### config.mk
export PLATFORM = sky130hd
export DESIGN_NAME = rx_frame_release_ctrl_flat
export DESIGN_NICKNAME = d
export VERILOG_FILES = /design/src/rtl/rx_frame_release_ctrl_if.sv /design/src/rtl/rx_frame_release_ctrl.sv /design/src/flat_wrapper.sv
export SDC_FILE = /design/constraint.sdc
export NUM_CORES = 1
export LEC_CHECK = 0
export CAP_MARGIN = 20
export CORE_MARGIN = 2
export CORE_UTILIZATION = 49
export CTS_CLUSTER_SIZE = 8
export DETAILED_ROUTE_END_ITERATION = 8
export PLACE_DENSITY = 0.85
export SYNTH_ARGS = -nofsm -noshare
export SYNTH_HDL_FRONTEND = slang
export SYNTH_SLANG_ARGS = --single-unit
### constraint.sdc
create_clock -name i_clk -period 4.7 [get_ports i_clk]
set_clock_uncertainty 0.2 [all_clocks]
set_input_delay 0.94 -clock i_clk [delete_from_list [all_inputs] [get_ports i_clk]]
set_output_delay 0.94 -clock i_clk [all_outputs]
set_load 0.005 [all_outputs]
### src/rtl/rx_frame_release_ctrl_if.sv
// rx_frame_release_ctrl_if: handshake and status bundle between the receive
// path (demapper, TX FIFO, UART TX, rec_tran) and rx_frame_release_ctrl.
// The controller connects through the slave modport; the surrounding logic
// (or a testbench) drives through the master modport.
interface rx_frame_release_ctrl_if;
  logic        i_pyld_valid;
  logic        i_pyld_ready;
  logic        i_crc_err;
  logic        i_crc_err_valid;
  logic        i_arq_en;
  logic        i_arq_en_valid;
  logic        i_uart_beat;
  logic        o_rx_hold;
  logic        o_fifo_flush;
  logic        o_uart_tx_enable;
  logic        o_ack_req;
  logic        o_nack_req;
  logic [3:0]  o_retry_cnt;
  logic [2:0]  o_state;
  logic [15:0] o_frame_cnt;
  logic [15:0] o_err_cnt;
  logic [15:0] o_drop_cnt;

  modport master (
    output i_pyld_valid, i_pyld_ready, i_crc_err, i_crc_err_valid,
           i_arq_en, i_arq_en_valid, i_uart_beat,
    input  o_rx_hold, o_fifo_flush, o_uart_tx_enable, o_ack_req, o_nack_req,
           o_retry_cnt, o_state, o_frame_cnt, o_err_cnt, o_drop_cnt
  );

  modport slave (
    input  i_pyld_valid, i_pyld_ready, i_crc_err, i_crc_err_valid,
           i_arq_en, i_arq_en_valid, i_uart_beat,
    output o_rx_hold, o_fifo_flush, o_uart_tx_enable, o_ack_req, o_nack_req,
           o_retry_cnt, o_state, o_frame_cnt, o_err_cnt, o_drop_cnt
  );
endinterface

### src/rtl/rx_frame_release_ctrl.sv
// rx_frame_release_ctrl: sequences the receive datapath one frame at a time.
// Payload bytes are counted into the UART TX FIFO and held until the CRC
// verdict; a good frame is released to the UART with an ACK request, a bad
// frame (CRC error, early verdict or verdict timeout) is flushed and either
// NACKed for retransmission or dropped once the retry budget is spent.
// Optional macro RX_CTRL_STATS_EN builds the frame/error/drop counters;
// without it o_frame_cnt, o_err_cnt and o_drop_cnt are tied to 0.
module rx_frame_release_ctrl #(
  parameter int PYLD_BYTES      = 16,
  parameter int MAX_RETRY       = 3,
  parameter int VERDICT_TIMEOUT = 4096
) (
  input logic               i_clk,
  input logic               i_rst,
  rx_frame_release_ctrl_if.slave bus
);
  localparam int TO_W = $clog2(VERDICT_TIMEOUT);

  typedef enum logic [2:0] {
    S_IDLE    = 3'd0,
    S_COLLECT = 3'd1,
    S_VERDICT = 3'd2,
    S_RELEASE = 3'd3,
    S_FLUSH   = 3'd4
  } state_t;

  state_t          state, state_nx;
  logic [7:0]      byte_cnt, byte_cnt_nx;
  logic [TO_W-1:0] timer, timer_nx;
  logic            flush_ph, flush_ph_nx;
  logic [3:0]      retry, retry_nx;
  logic            arq_en;
  logic            ack_q, ack_nx;
  logic            nack_q, nack_nx;
  logic            go_good, go_bad;
  logic            frame_inc, err_inc, drop_inc;
  logic            accept, last_byte, timed_out, retry_ok;

  assign accept    = bus.i_pyld_valid & bus.i_pyld_ready;
  assign last_byte = (byte_cnt == 8'(PYLD_BYTES - 1));
  assign timed_out = (timer == TO_W'(VERDICT_TIMEOUT - 1));
  assign retry_ok  = arq_en && (retry < 4'(MAX_RETRY));

  // State and control registers; arq_en follows its qualifier in every state
  always_ff @(posedge i_clk) begin
    if (i_rst) begin
      state    <= S_IDLE;
      byte_cnt <= '0;
      timer    <= '0;
      flush_ph <= 1'b0;
      retry    <= '0;
      arq_en   <= 1'b0;
      ack_q    <= 1'b0;
      nack_q   <= 1'b0;
    end else begin
      state    <= state_nx;
      byte_cnt <= byte_cnt_nx;
      timer    <= timer_nx;
      flush_ph <= flush_ph_nx;
      retry    <= retry_nx;
      ack_q    <= ack_nx;
      nack_q   <= nack_nx;
      if (bus.i_arq_en_valid) arq_en <= bus.i_arq_en;
    end
  end

  // Next-state decode; a verdict decision is resolved once after the case
  always_comb begin
    state_nx    = state;
    byte_cnt_nx = byte_cnt;
    timer_nx    = timer;
    flush_ph_nx = 1'b0;
    retry_nx    = retry;
    ack_nx      = 1'b0;
    nack_nx     = 1'b0;
    go_good     = 1'b0;
    go_bad      = 1'b0;
    frame_inc   = 1'b0;
    err_inc     = 1'b0;
    drop_inc    = 1'b0;
    case (state)
      S_IDLE: begin
        if (accept) begin
          byte_cnt_nx = 8'd1;
          state_nx    = S_COLLECT;
        end
      end
      S_COLLECT: begin
        if (accept) byte_cnt_nx = byte_cnt + 8'd1;
        if (accept && last_byte) begin
          // A verdict on the final accept is taken directly, skipping the wait
          if (bus.i_crc_err_valid) begin
            go_good = ~bus.i_crc_err;
            go_bad  = bus.i_crc_err;
          end else begin
            state_nx = S_VERDICT;
            timer_nx = '0;
          end
        end else if (bus.i_crc_err_valid) begin
          // Verdict before the payload is complete cannot be trusted
          go_bad = 1'b1;
        end
      end
      S_VERDICT: begin
        if (bus.i_crc_err_valid) begin
          go_good = ~bus.i_crc_err;
          go_bad  = bus.i_crc_err;
        end else if (timed_out) begin
          go_bad = 1'b1;
        end else begin
          timer_nx = timer + TO_W'(1);
        end
      end
      S_RELEASE: begin
        if (bus.i_uart_beat) begin
          if (last_byte) begin
            state_nx  = S_IDLE;
            frame_inc = 1'b1;
          end else begin
            byte_cnt_nx = byte_cnt + 8'd1;
          end
        end
      end
      S_FLUSH: begin
        // Two flush cycles, then decide between retransmission and drop
        if (!flush_ph) begin
          flush_ph_nx = 1'b1;
        end else begin
          state_nx = S_IDLE;
          if (retry_ok) begin
            nack_nx  = 1'b1;
            retry_nx = retry + 4'd1;
          end else begin
            drop_inc = 1'b1;
            retry_nx = '0;
          end
        end
      end
      default: state_nx = S_IDLE;
    endcase
    if (go_good) begin
      state_nx    = S_RELEASE;
      ack_nx      = 1'b1;
      retry_nx    = '0;
      byte_cnt_nx = '0;
    end
    if (go_bad) begin
      state_nx    = S_FLUSH;
      flush_ph_nx = 1'b0;
      err_inc     = 1'b1;
    end
  end

  assign bus.o_state          = state;
  assign bus.o_rx_hold        = (state == S_VERDICT) || (state == S_RELEASE) || (state == S_FLUSH);
  assign bus.o_uart_tx_enable = (state == S_RELEASE);
  assign bus.o_fifo_flush     = (state == S_FLUSH);
  assign bus.o_ack_req        = ack_q;
  assign bus.o_nack_req       = nack_q;
  assign bus.o_retry_cnt      = retry;

`ifdef RX_CTRL_STATS_EN
  logic [15:0] frame_cnt, err_cnt, drop_cnt;

  function automatic logic [15:0] sat_inc(input logic [15:0] v);
    return (v == 16'hFFFF) ? v : v + 16'd1;
  endfunction

  // Saturating statistics counters
  always_ff @(posedge i_clk) begin
    if (i_rst) begin
      frame_cnt <= '0;
      err_cnt   <= '0;
      drop_cnt  <= '0;
    end else begin
      if (frame_inc) frame_cnt <= sat_inc(frame_cnt);
      if (err_inc)   err_cnt   <= sat_inc(err_cnt);
      if (drop_inc)  drop_cnt  <= sat_inc(drop_cnt);
    end
  end

  assign bus.o_frame_cnt = frame_cnt;
  assign bus.o_err_cnt   = err_cnt;
  assign bus.o_drop_cnt  = drop_cnt;
`else
  logic unused_stats;
  assign unused_stats    = ^{frame_inc, err_inc, drop_inc};
  assign bus.o_frame_cnt = '0;
  assign bus.o_err_cnt   = '0;
  assign bus.o_drop_cnt  = '0;
`endif
endmodule
### src/flat_wrapper.sv
// flat-port wrapper written by rule: the top's interface ports become plain ports
module rx_frame_release_ctrl_flat 
#(
  parameter int PYLD_BYTES      = 16,
  parameter int MAX_RETRY       = 3,
  parameter int VERDICT_TIMEOUT = 4096
)
  (i_clk, i_rst, bus_i_pyld_valid, bus_i_pyld_ready, bus_i_crc_err, bus_i_crc_err_valid, bus_i_arq_en, bus_i_arq_en_valid, bus_i_uart_beat, bus_o_rx_hold, bus_o_fifo_flush, bus_o_uart_tx_enable, bus_o_ack_req, bus_o_nack_req, bus_o_retry_cnt, bus_o_state, bus_o_frame_cnt, bus_o_err_cnt, bus_o_drop_cnt);
  rx_frame_release_ctrl_if bus_i ();
  input logic i_clk;
  input logic i_rst;
  input wire logic [$bits(bus_i.i_pyld_valid)-1:0] bus_i_pyld_valid;
  input wire logic [$bits(bus_i.i_pyld_ready)-1:0] bus_i_pyld_ready;
  input wire logic [$bits(bus_i.i_crc_err)-1:0] bus_i_crc_err;
  input wire logic [$bits(bus_i.i_crc_err_valid)-1:0] bus_i_crc_err_valid;
  input wire logic [$bits(bus_i.i_arq_en)-1:0] bus_i_arq_en;
  input wire logic [$bits(bus_i.i_arq_en_valid)-1:0] bus_i_arq_en_valid;
  input wire logic [$bits(bus_i.i_uart_beat)-1:0] bus_i_uart_beat;
  output wire logic [$bits(bus_i.o_rx_hold)-1:0] bus_o_rx_hold;
  output wire logic [$bits(bus_i.o_fifo_flush)-1:0] bus_o_fifo_flush;
  output wire logic [$bits(bus_i.o_uart_tx_enable)-1:0] bus_o_uart_tx_enable;
  output wire logic [$bits(bus_i.o_ack_req)-1:0] bus_o_ack_req;
  output wire logic [$bits(bus_i.o_nack_req)-1:0] bus_o_nack_req;
  output wire logic [$bits(bus_i.o_retry_cnt)-1:0] bus_o_retry_cnt;
  output wire logic [$bits(bus_i.o_state)-1:0] bus_o_state;
  output wire logic [$bits(bus_i.o_frame_cnt)-1:0] bus_o_frame_cnt;
  output wire logic [$bits(bus_i.o_err_cnt)-1:0] bus_o_err_cnt;
  output wire logic [$bits(bus_i.o_drop_cnt)-1:0] bus_o_drop_cnt;
  assign bus_i.i_pyld_valid = bus_i_pyld_valid;
  assign bus_i.i_pyld_ready = bus_i_pyld_ready;
  assign bus_i.i_crc_err = bus_i_crc_err;
  assign bus_i.i_crc_err_valid = bus_i_crc_err_valid;
  assign bus_i.i_arq_en = bus_i_arq_en;
  assign bus_i.i_arq_en_valid = bus_i_arq_en_valid;
  assign bus_i.i_uart_beat = bus_i_uart_beat;
  assign bus_o_rx_hold = bus_i.o_rx_hold;
  assign bus_o_fifo_flush = bus_i.o_fifo_flush;
  assign bus_o_uart_tx_enable = bus_i.o_uart_tx_enable;
  assign bus_o_ack_req = bus_i.o_ack_req;
  assign bus_o_nack_req = bus_i.o_nack_req;
  assign bus_o_retry_cnt = bus_i.o_retry_cnt;
  assign bus_o_state = bus_i.o_state;
  assign bus_o_frame_cnt = bus_i.o_frame_cnt;
  assign bus_o_err_cnt = bus_i.o_err_cnt;
  assign bus_o_drop_cnt = bus_i.o_drop_cnt;
  rx_frame_release_ctrl #(.PYLD_BYTES(PYLD_BYTES), .MAX_RETRY(MAX_RETRY), .VERDICT_TIMEOUT(VERDICT_TIMEOUT)) u_core (.i_clk(i_clk), .i_rst(i_rst), .bus(bus_i));
endmodule
==> results of run 1 <==
==> power breakdown <==
part / switching (mW) / leakage (nW) / internal (mW) / total (mW)
combinational: 0.0265 / 0.530 / 0.0187 / 0.0452
sequential: 0.00593 / 0.250 / 0.266 / 0.272
clock: 0.0863 / 0.0371 / 0.0983 / 0.185
==> synth_stat cells, types with 2 or more instances <==
library cell,n
a21boi_0,2
a21oi_1,12
a31oi_1,2
and3_1,5
and4b_1,2
buf_2,3
buf_4,48
buf_6,2
clkbuf_1,3
dfxtp_1,31
ha_1,3
inv_1,2
mux2i_1,3
nand2_1,14
nand2b_1,4
nand3_1,7
nand4_1,5
nor2_1,25
nor2b_1,2
nor3_1,13
nor3b_1,5
o2111ai_1,2
o211ai_1,4
o21ai_0,6
o31a_1,2
or3_1,3
or4_1,4
xnor2_1,3
xor2_1,8
==> sequential cells by signal, indices dropped and copies added (netlist names) <==
| signal | cells |
|---|---|
| u_core.timer | 12 |
| u_core.byte_cnt | 8 |
| u_core.bus.o_retry_cnt | 4 |
| u_core.bus.o_state | 3 |
| u_core.arq_en | 1 |
| u_core.bus.o_ack_req | 1 |
| u_core.bus.o_nack_req | 1 |
| u_core.flush_ph | 1 |
==> through the flow <==
step,util,hold slack [ns],cell area [um2]
after global placement,0.511,0.264,2030
after global routing,0.529,0.308,2100
final,0.529,0.279,2100
after floorplan,-,0.249,2180
after detailed placement,0.511,0.277,2030
after CTS,0.529,0.286,2100
==> worst reg2reg max path, delay by kind of cell, from the launching register on <==
| family | cells | cell delay, ns |
|---|---|---|
| simple gates | 3 | 1.35 |
| flops | 1 | 0.56 |
| compound gates | 2 | 0.31 |
==> layout make-up <==
cell class                 count  area (um2)
clock buffer                   6        72.6
fill                         402        1870
inverter                       2        7.51
multi-input combinational    203        1140
sequential                    31         621
tap                           50        62.6
timing repair buffer          20         200
==> metal layers <==
| layer | vias up | wire length [um] | GRT usage |
|---|---|---|---|
| li1 | 800 | - | - |
| met1 | 726 | 1570 | 0.197 |
| met2 | 51 | 1860 | 0.295 |
| met3 | 10 | 199 | 0.0510 |
| met4 | 0 | 81 | 0.0825 |
| met5 | - | 0 | 0 |
==> final timing paths <==
path / start / end / slack (ns) / cells past startpoint
setup / recovery: u_core.bus.o_state[2] / bus_o_rx_hold / 1.37 / 3
hold / removal: u_core.bus.o_retry_cnt[1] / u_core.bus.o_retry_cnt[1] / 0.28 / 2
setup reg to reg: u_core.bus.o_state[1] / u_core.timer[7] / 2.22 / 5
hold reg to reg: u_core.bus.o_retry_cnt[1] / u_core.bus.o_retry_cnt[1] / 0.28 / 2
==> logic make-up (layout without fill, tap and decap cells) <==
| family | count (synthesis) | in the layout | share of synthesized area |
|---|---|---|---|
| fa+ha+maj | 3 | 3 | 0.0188 |
| flops | 31 | 31 | 0.310 |
| simple gates | 100 | 100 | 0.270 |
| mux | 3 | 3 | 0.0150 |
| compound gates | 38 | 38 | 0.128 |
| other cells | 1 | 48 | 0.00188 |
| buf+inv | 58 | 28 | 0.208 |
| xor+xnor | 11 | 11 | 0.0482 |
==> reports/qor.yml, run 1 <==
status: "finished, final reports clean"
routedWlPerCell_um: 11.9
max_slew_margin: 0.527
crit_type: "reg -> out"
drt-total-wl_mm: 3.72
cp_num_buf_inv: 1
synth_edf_count: 0
critPathTopFamily: "simple AND/OR/NAND/NOR gates"
setup_tns_ns: 0
antenna_found_initial: 0
hold_class: "reg -> reg"
root_buffer: "clkbuf_8"
critical-path-max-stage-delay_ns: 0.64
hold_buffers: 0
synth.top_cell.area_share: 0.310
critPathMaxFanout: 13
end_kind: "primary output"
power.density_mw_per_mm2: 239
synth_warnings: 0
setup_viol: 0
fin_crit_ns: 3.33
start_util: 0.503
first_pass_iters: 4
viasPerCell: 5.09
track_usage: 0.173
num_rows: 23
synth_top_area_cell: "dfxtp_1"
peakVddDrop_mv: 0.189
antenna_cells: 0
slew_violations: 0
postCtsSetupRepairBufs: 0
synthDistinctLibCells: 49
pre_cts_ws_ns: 1.57
grt_pass1_vias: 1360
final_cells: 312
syn_to_final_growth_pct: 5.13
postRouteAntennaNets: 0
fp.dieH_um: 67.9
cts_tree: "done"
cp.arrival_ns: 2.19
mostFrequentLayoutCell: "conb_1"
cts.reportedPaths.clkPinSlew_ns: 0.06
power_mw: 0.501
grt_setup_unrepaired: "false"
clk_latency_ns: 0.28
htreeDepth: 2
fmax_ghz: 0.300
dieArea_mm2: 0.00461
cpMaxStageDelayCell: "nor3b_1"
setup_ws_ns: 1.37
clk_path_buf_depth: 2
cap_violations: 0
path_cells: "nor3b_1 > nand2b_1 > clkdlybuf4s50_1"
numCtsBuffers: 5
ioPinCount: 69
final_nets: 275
grt_start_max_net_pins: 14
ys.flop_type: "dfxtp_1"
syn-mean-instance-area_um2: 8.16
dp.cells: 306
globalplace.congestion: 0.883
seq_area_frac_synth: 0.310
cp_data_required_time_ns: 3.56
syn_area_mm2: 0.00200
num_vias: 1587
overflow: 0
synthTopCellsByArea: "dfxtp_1 31%, buf_4 18%, nor2_1 4.7%, xor2_1 3.5%, nor3_1 3.3%"
port_buffers: 20
grt_pass1_wl_mm: 5.90
synth_cells: 245
cts.sink_count: 31
p_leak_nw: 0.817
drive_above_1_share: 0.0305
ys_seq_elements: 31
drc_errors: 0
period_share: 0.709
core_area_mm2: 0.00397
cts_resized: 0
tightest_slew_ns: 0.708
start_kind: "register"
dp_hpwl_mm: 2.85
async_flop_share: 0
drtIter0Drc: 82
die_w_um: 67.9
hold_viol_final: 0
final_cell_mix: "48 x conb_1, 31 x dfxtp_1, 25 x nor2_1"
Note: power is estimated with default switching activity, not from simulation.
==> run 2: changes to the inputs <==
--- a/config.mk
+++ b/config.mk
@@ -7,10 +7,10 @@
 export LEC_CHECK = 0
 export CAP_MARGIN = 20
 export CORE_MARGIN = 2
-export CORE_UTILIZATION = 49
+export CORE_UTILIZATION = 41
 export CTS_CLUSTER_SIZE = 8
 export DETAILED_ROUTE_END_ITERATION = 8
-export PLACE_DENSITY = 0.85
+export PLACE_DENSITY = 0.75
 export SYNTH_ARGS = -nofsm -noshare
 export SYNTH_HDL_FRONTEND = slang
 export SYNTH_SLANG_ARGS = --single-unit
==> constraint.sdc (replaced) <==
create_clock -name i_clk -period 2.9 [get_ports i_clk]
set_clock_uncertainty 0.2 [all_clocks]
set_input_delay 0.58 -clock i_clk [delete_from_list [all_inputs] [get_ports i_clk]]
set_output_delay 0.58 -clock i_clk [all_outputs]
set_load 0.005 [all_outputs]
==> reports/qor.yml, run 2 (same netlist as run 1, synthesis figures left out) <==
hold_buffers: 0
die_w_um: 73.8
hold_class: "reg -> reg"
cpMaxStageDelayCell: "dfxtp_1"
mostFrequentLayoutCell: "conb_1"
viasPerCell: 4.80
num_vias: 1616
hold_viol_final: 0
grt_setup_unrepaired: "false"
globalplace.congestion: 0.831
ioPinCount: 69
cts_resized: 0
crit_start: "u_core.bus.o_state[0]"
pre_cts_ws_ns: 0.191
reg2reg_from: "u_core.bus.o_state[1]"
cts.sink_count: 31
setup_tns_ns: 0
port_buffers: 20
path_cells: "nor2b_1 > and2_1 > clkdlybuf4s50_1"
postRouteAntennaNets: 0
final_area_mm2: 0.00219
holdWs_ns: 0.276
final_cell_mix: "48 x conb_1, 31 x dfxtp_1, 25 x nor2_1"
placed_cell_area_mm2: 0.00210
setup_viol: 0
grt_pass1_vias: 1364
track_usage: 0.141
drtIter0Drc: 72
clk_path_buf_depth: 2
nFillCells: 463
cp.arrival_ns: 1.81
crit_type: "reg -> out"
fp.dieH_um: 73.8
start_util: 0.423
period_share: 0.891
setup_ws_ns: 0.315
antenna_cells: 0
htreeDepth: 2
power.density_mw_per_mm2: 391
postCtsSetupRepairBufs: 0
fmax_ghz: 0.387
final_nets: 282
clk_latency_ns: 0.28
p_leak_nw: 0.864
routedWlPerCell_um: 10.9
final_cells: 337
seq_area_um2: 621
ff2ff_path_depth: 5
numCtsBuffers: 5
dp_hpwl_mm: 2.84
top_register: "u_core.timer"
grt_pass1_wl_mm: 5.97
worstHoldStart: "u_core.bus.o_retry_cnt[1]"
core_area_mm2: 0.00472
cp_data_required_time_ns: 2.12
final_util: 0.464
critPathMaxFanout: 13
dp.cells: 330
largest_reg_flops: 12
r2r_slack_ns: 0.48
end_kind: "primary output"
overflow: 0
drt-total-wl_mm: 3.67
start_kind: "register"
slew_violations: 0
drive_above_1_share: 0.0630
syn_to_final_growth_pct: 9.57
antenna_found_initial: 0
first_pass_iters: 4
root_buffer: "clkbuf_8"
cts_tree: "done"
dieArea_mm2: 0.00545
peakVddDrop_mv: 0.242
grt_start_max_net_pins: 14
r2r-end: "u_core.timer[1]"
fin_crit_ns: 2.59
cts.reportedPaths.clkPinSlew_ns: 0.06
num_rows: 25
critical-path-max-stage-delay_ns: 0.58
endpoint: "bus_o_uart_tx_enable"
drc_errors: 0
power_mw: 0.856
cap_violations: 0
status: "finished, final reports clean"
multi_input_area_mm2: 0.00114
-- run 2: changes by cell type in the layout (fill, tap and decap cells not counted), sizes merged --
cell,previous run,this run
buf,0,7
clkinv,0,1
-- run 2: layout make-up --
type                    instances  area share
clock inverters                 1     0.00228
clock buffers                   6      0.0377
flip-flops and latches         31       0.283
inverters                       2     0.00343
multi-input cells             203       0.520
well taps                      67      0.0383
repair buffers                 27       0.115
-- run 2: power by group --
group	internal, mW	total, mW	switching (mW)
Sequential	0.431	0.440	0.00948
Clock	0.186	0.337	0.151
Combinational	0.0341	0.0789	0.0448
-- run 2: critical path, delay by kind of cell, from the launching register on --
| family | cells | cell delay, ns |
|---|---|---|
| DFF | 1 | 0.58 |
| buffers and inverters | 1 | 0.50 |
| and+or+nand+nor | 2 | 0.44 |
-- run 2: how the worst min path moves through the flow --
stage	endpoint	cells after the start	slack (ns)
final	u_core.bus.o_retry_cnt[1]	2	0.28
after global routing	u_core.timer[7]	2	0.30
after CTS	u_core.bus.o_retry_cnt[1]	2	0.28
after detailed placement	u_core.bus.o_retry_cnt[1]	2	0.27
after global placement	u_core.byte_cnt[1]	2	0.26
after floorplan	u_core.byte_cnt[1]	2	0.25
-- run 2: routing by layer --
layer	wire length, um	track usage
met1	1610	0.174
met2	1820	0.226
met3	182	0.0384
met4	57	0.0626
met5	0	0
==> run 3: changes to the inputs <==
--- a/config.mk
+++ b/config.mk
@@ -5,12 +5,12 @@
 export SDC_FILE = /design/constraint.sdc
 export NUM_CORES = 1
 export LEC_CHECK = 0
-export CAP_MARGIN = 20
+export CAP_MARGIN = 15
 export CORE_MARGIN = 2
 export CORE_UTILIZATION = 41
 export CTS_CLUSTER_SIZE = 8
 export DETAILED_ROUTE_END_ITERATION = 8
-export PLACE_DENSITY = 0.75
+export PLACE_DENSITY = 0.8
 export SYNTH_ARGS = -nofsm -noshare
 export SYNTH_HDL_FRONTEND = slang
 export SYNTH_SLANG_ARGS = --single-unit
==> reports/qor.yml, run 3 (same netlist as run 1, synthesis figures left out) <==
status: "finished, final reports clean"
antenna_found_initial: 0
hold_buffers: 0
postRouteAntennaNets: 0
cp.arrival_ns: 1.89
cts_resized: 0
p_int_mw: 0.624
dieArea_mm2: 0.00545
overflow: 0
setup_tns_ns: 0
start_util: 0.423
syn_to_final_growth_pct: 9.20
drt-total-wl_mm: 3.84
power_frac_clock: 0.366
end_kind: "primary output"
critical-path-max-stage-delay_ns: 0.57
drc_errors: 0
setup_viol: 0
pre_cts_ws_ns: 0.314
port_buffers: 20
top_register: "u_core.timer"
ioPinCount: 69
mostFrequentLayoutCell: "conb_1"
max_slew_margin: 0.601
clk_latency_ns: 0.28
fp.dieH_um: 73.8
htreeDepth: 2
placed_cell_area_mm2: 0.00211
critPathMaxFanout: 13
grt_start_max_net_pins: 14
p_sw_mw: 0.194
fmax_ghz: 0.374
p_sw_frac: 0.237
final_util: 0.462
setup_ws_ns: 0.228
viasPerCell: 4.86
grt_setup_unrepaired: "false"
postCtsSetupRepairBufs: 0
globalplace.congestion: 0.930
hold_viol_final: 0
first_pass_iters: 4
num_vias: 1638
largest_reg_flops: 12
drtIter0Drc: 63
routedWlPerCell_um: 11.4
drive_above_1_share: 0.0593
final_nets: 283
root_buffer: "clkbuf_8"
power.density_mw_per_mm2: 374
cap_violations: 0
core_area_mm2: 0.00472
tightest_slew_ns: 0.595
num_rows: 25
period_share: 0.921
path_cells: "nor3b_1 > buf_4 > nand2b_1 > clkdlybuf4s50_1"
p_leak_nw: 0.859
cts.sink_count: 31
final_area_mm2: 0.00218
cp_data_required_time_ns: 2.12
die_w_um: 73.8
antenna_cells: 0
clk_path_buf_depth: 2
seqPwrFrac: 0.539
final_cell_mix: "48 x conb_1, 31 x dfxtp_1, 25 x nor2_1"
peakVddDrop_mv: 0.253
start_kind: "register"
cts_tree: "done"
holdWs_ns: 0.269
grt_pass1_vias: 1404
track_usage: 0.152
cts.reportedPaths.clkPinSlew_ns: 0.06
crit_type: "reg -> out"
slew_violations: 0
cpMaxStageDelayCell: "dfxtp_1"
numCtsBuffers: 5
hold_class: "reg -> reg"
grt_pass1_wl_mm: 6.33
comb_power_share: 0.095
fin_crit_ns: 2.67
dp_hpwl_mm: 2.98
-- run 3: metal layers --
layer,global-route usage,part of all wire
met5,0,0
met4,0.0687,0.021
met3,0.0466,0.061
met2,0.253,0.51
met1,0.177,0.41
-- run 3: worst paths after layout --
path / startpoint / end / slack [ns] / cells after the start
worst max-delay path: u_core.bus.o_state[2] / bus_o_rx_hold / 0.23 / 4
worst min-delay path: u_core.bus.o_retry_cnt[1] / u_core.bus.o_retry_cnt[1] / 0.27 / 2
worst max register to register: u_core.bus.o_state[0] / u_core.timer[1] / 0.49 / 5
worst min register to register: u_core.bus.o_retry_cnt[1] / u_core.bus.o_retry_cnt[1] / 0.27 / 2
-- run 3: power groups by stage --
stage | Sequential [mW] | Combinational [mW] | Clock, mW
after floorplan | 0.443 | 0.0974 | 0
after global placement | 0.450 | 0.0757 | 0
after detailed placement | 0.450 | 0.0762 | 0
after CTS | 0.440 | 0.0766 | 0.311
after global routing | 0.442 | 0.0887 | 0.327
final | 0.441 | 0.0775 | 0.299
-- run 3: critical path, delay by kind of cell (launching register included) --
kind / cells / cell delay [ns]
buf+inv: 2 / 0.67
flops: 1 / 0.57
simple gates: 2 / 0.36
-- run 3: final cells by class --
cell class	count	area (um2)
multi-input cells	203	1140
inverters	2	7.51
flip-flops and latches	31	621
fillers	456	2540
clock buffers	6	72.6
repair buffers	28	260
well taps	67	83.8
-- run 3: stage by stage --
step / std cells / total power [mW]
6_report: 337 / 0.818
5_1_grt: 337 / 0.858
4_1_cts: 337 / 0.829
3_5_place_dp: 331 / 0.526
3_3_place_gp: 331 / 0.525
2_1_floorplan: 292 / 0.541
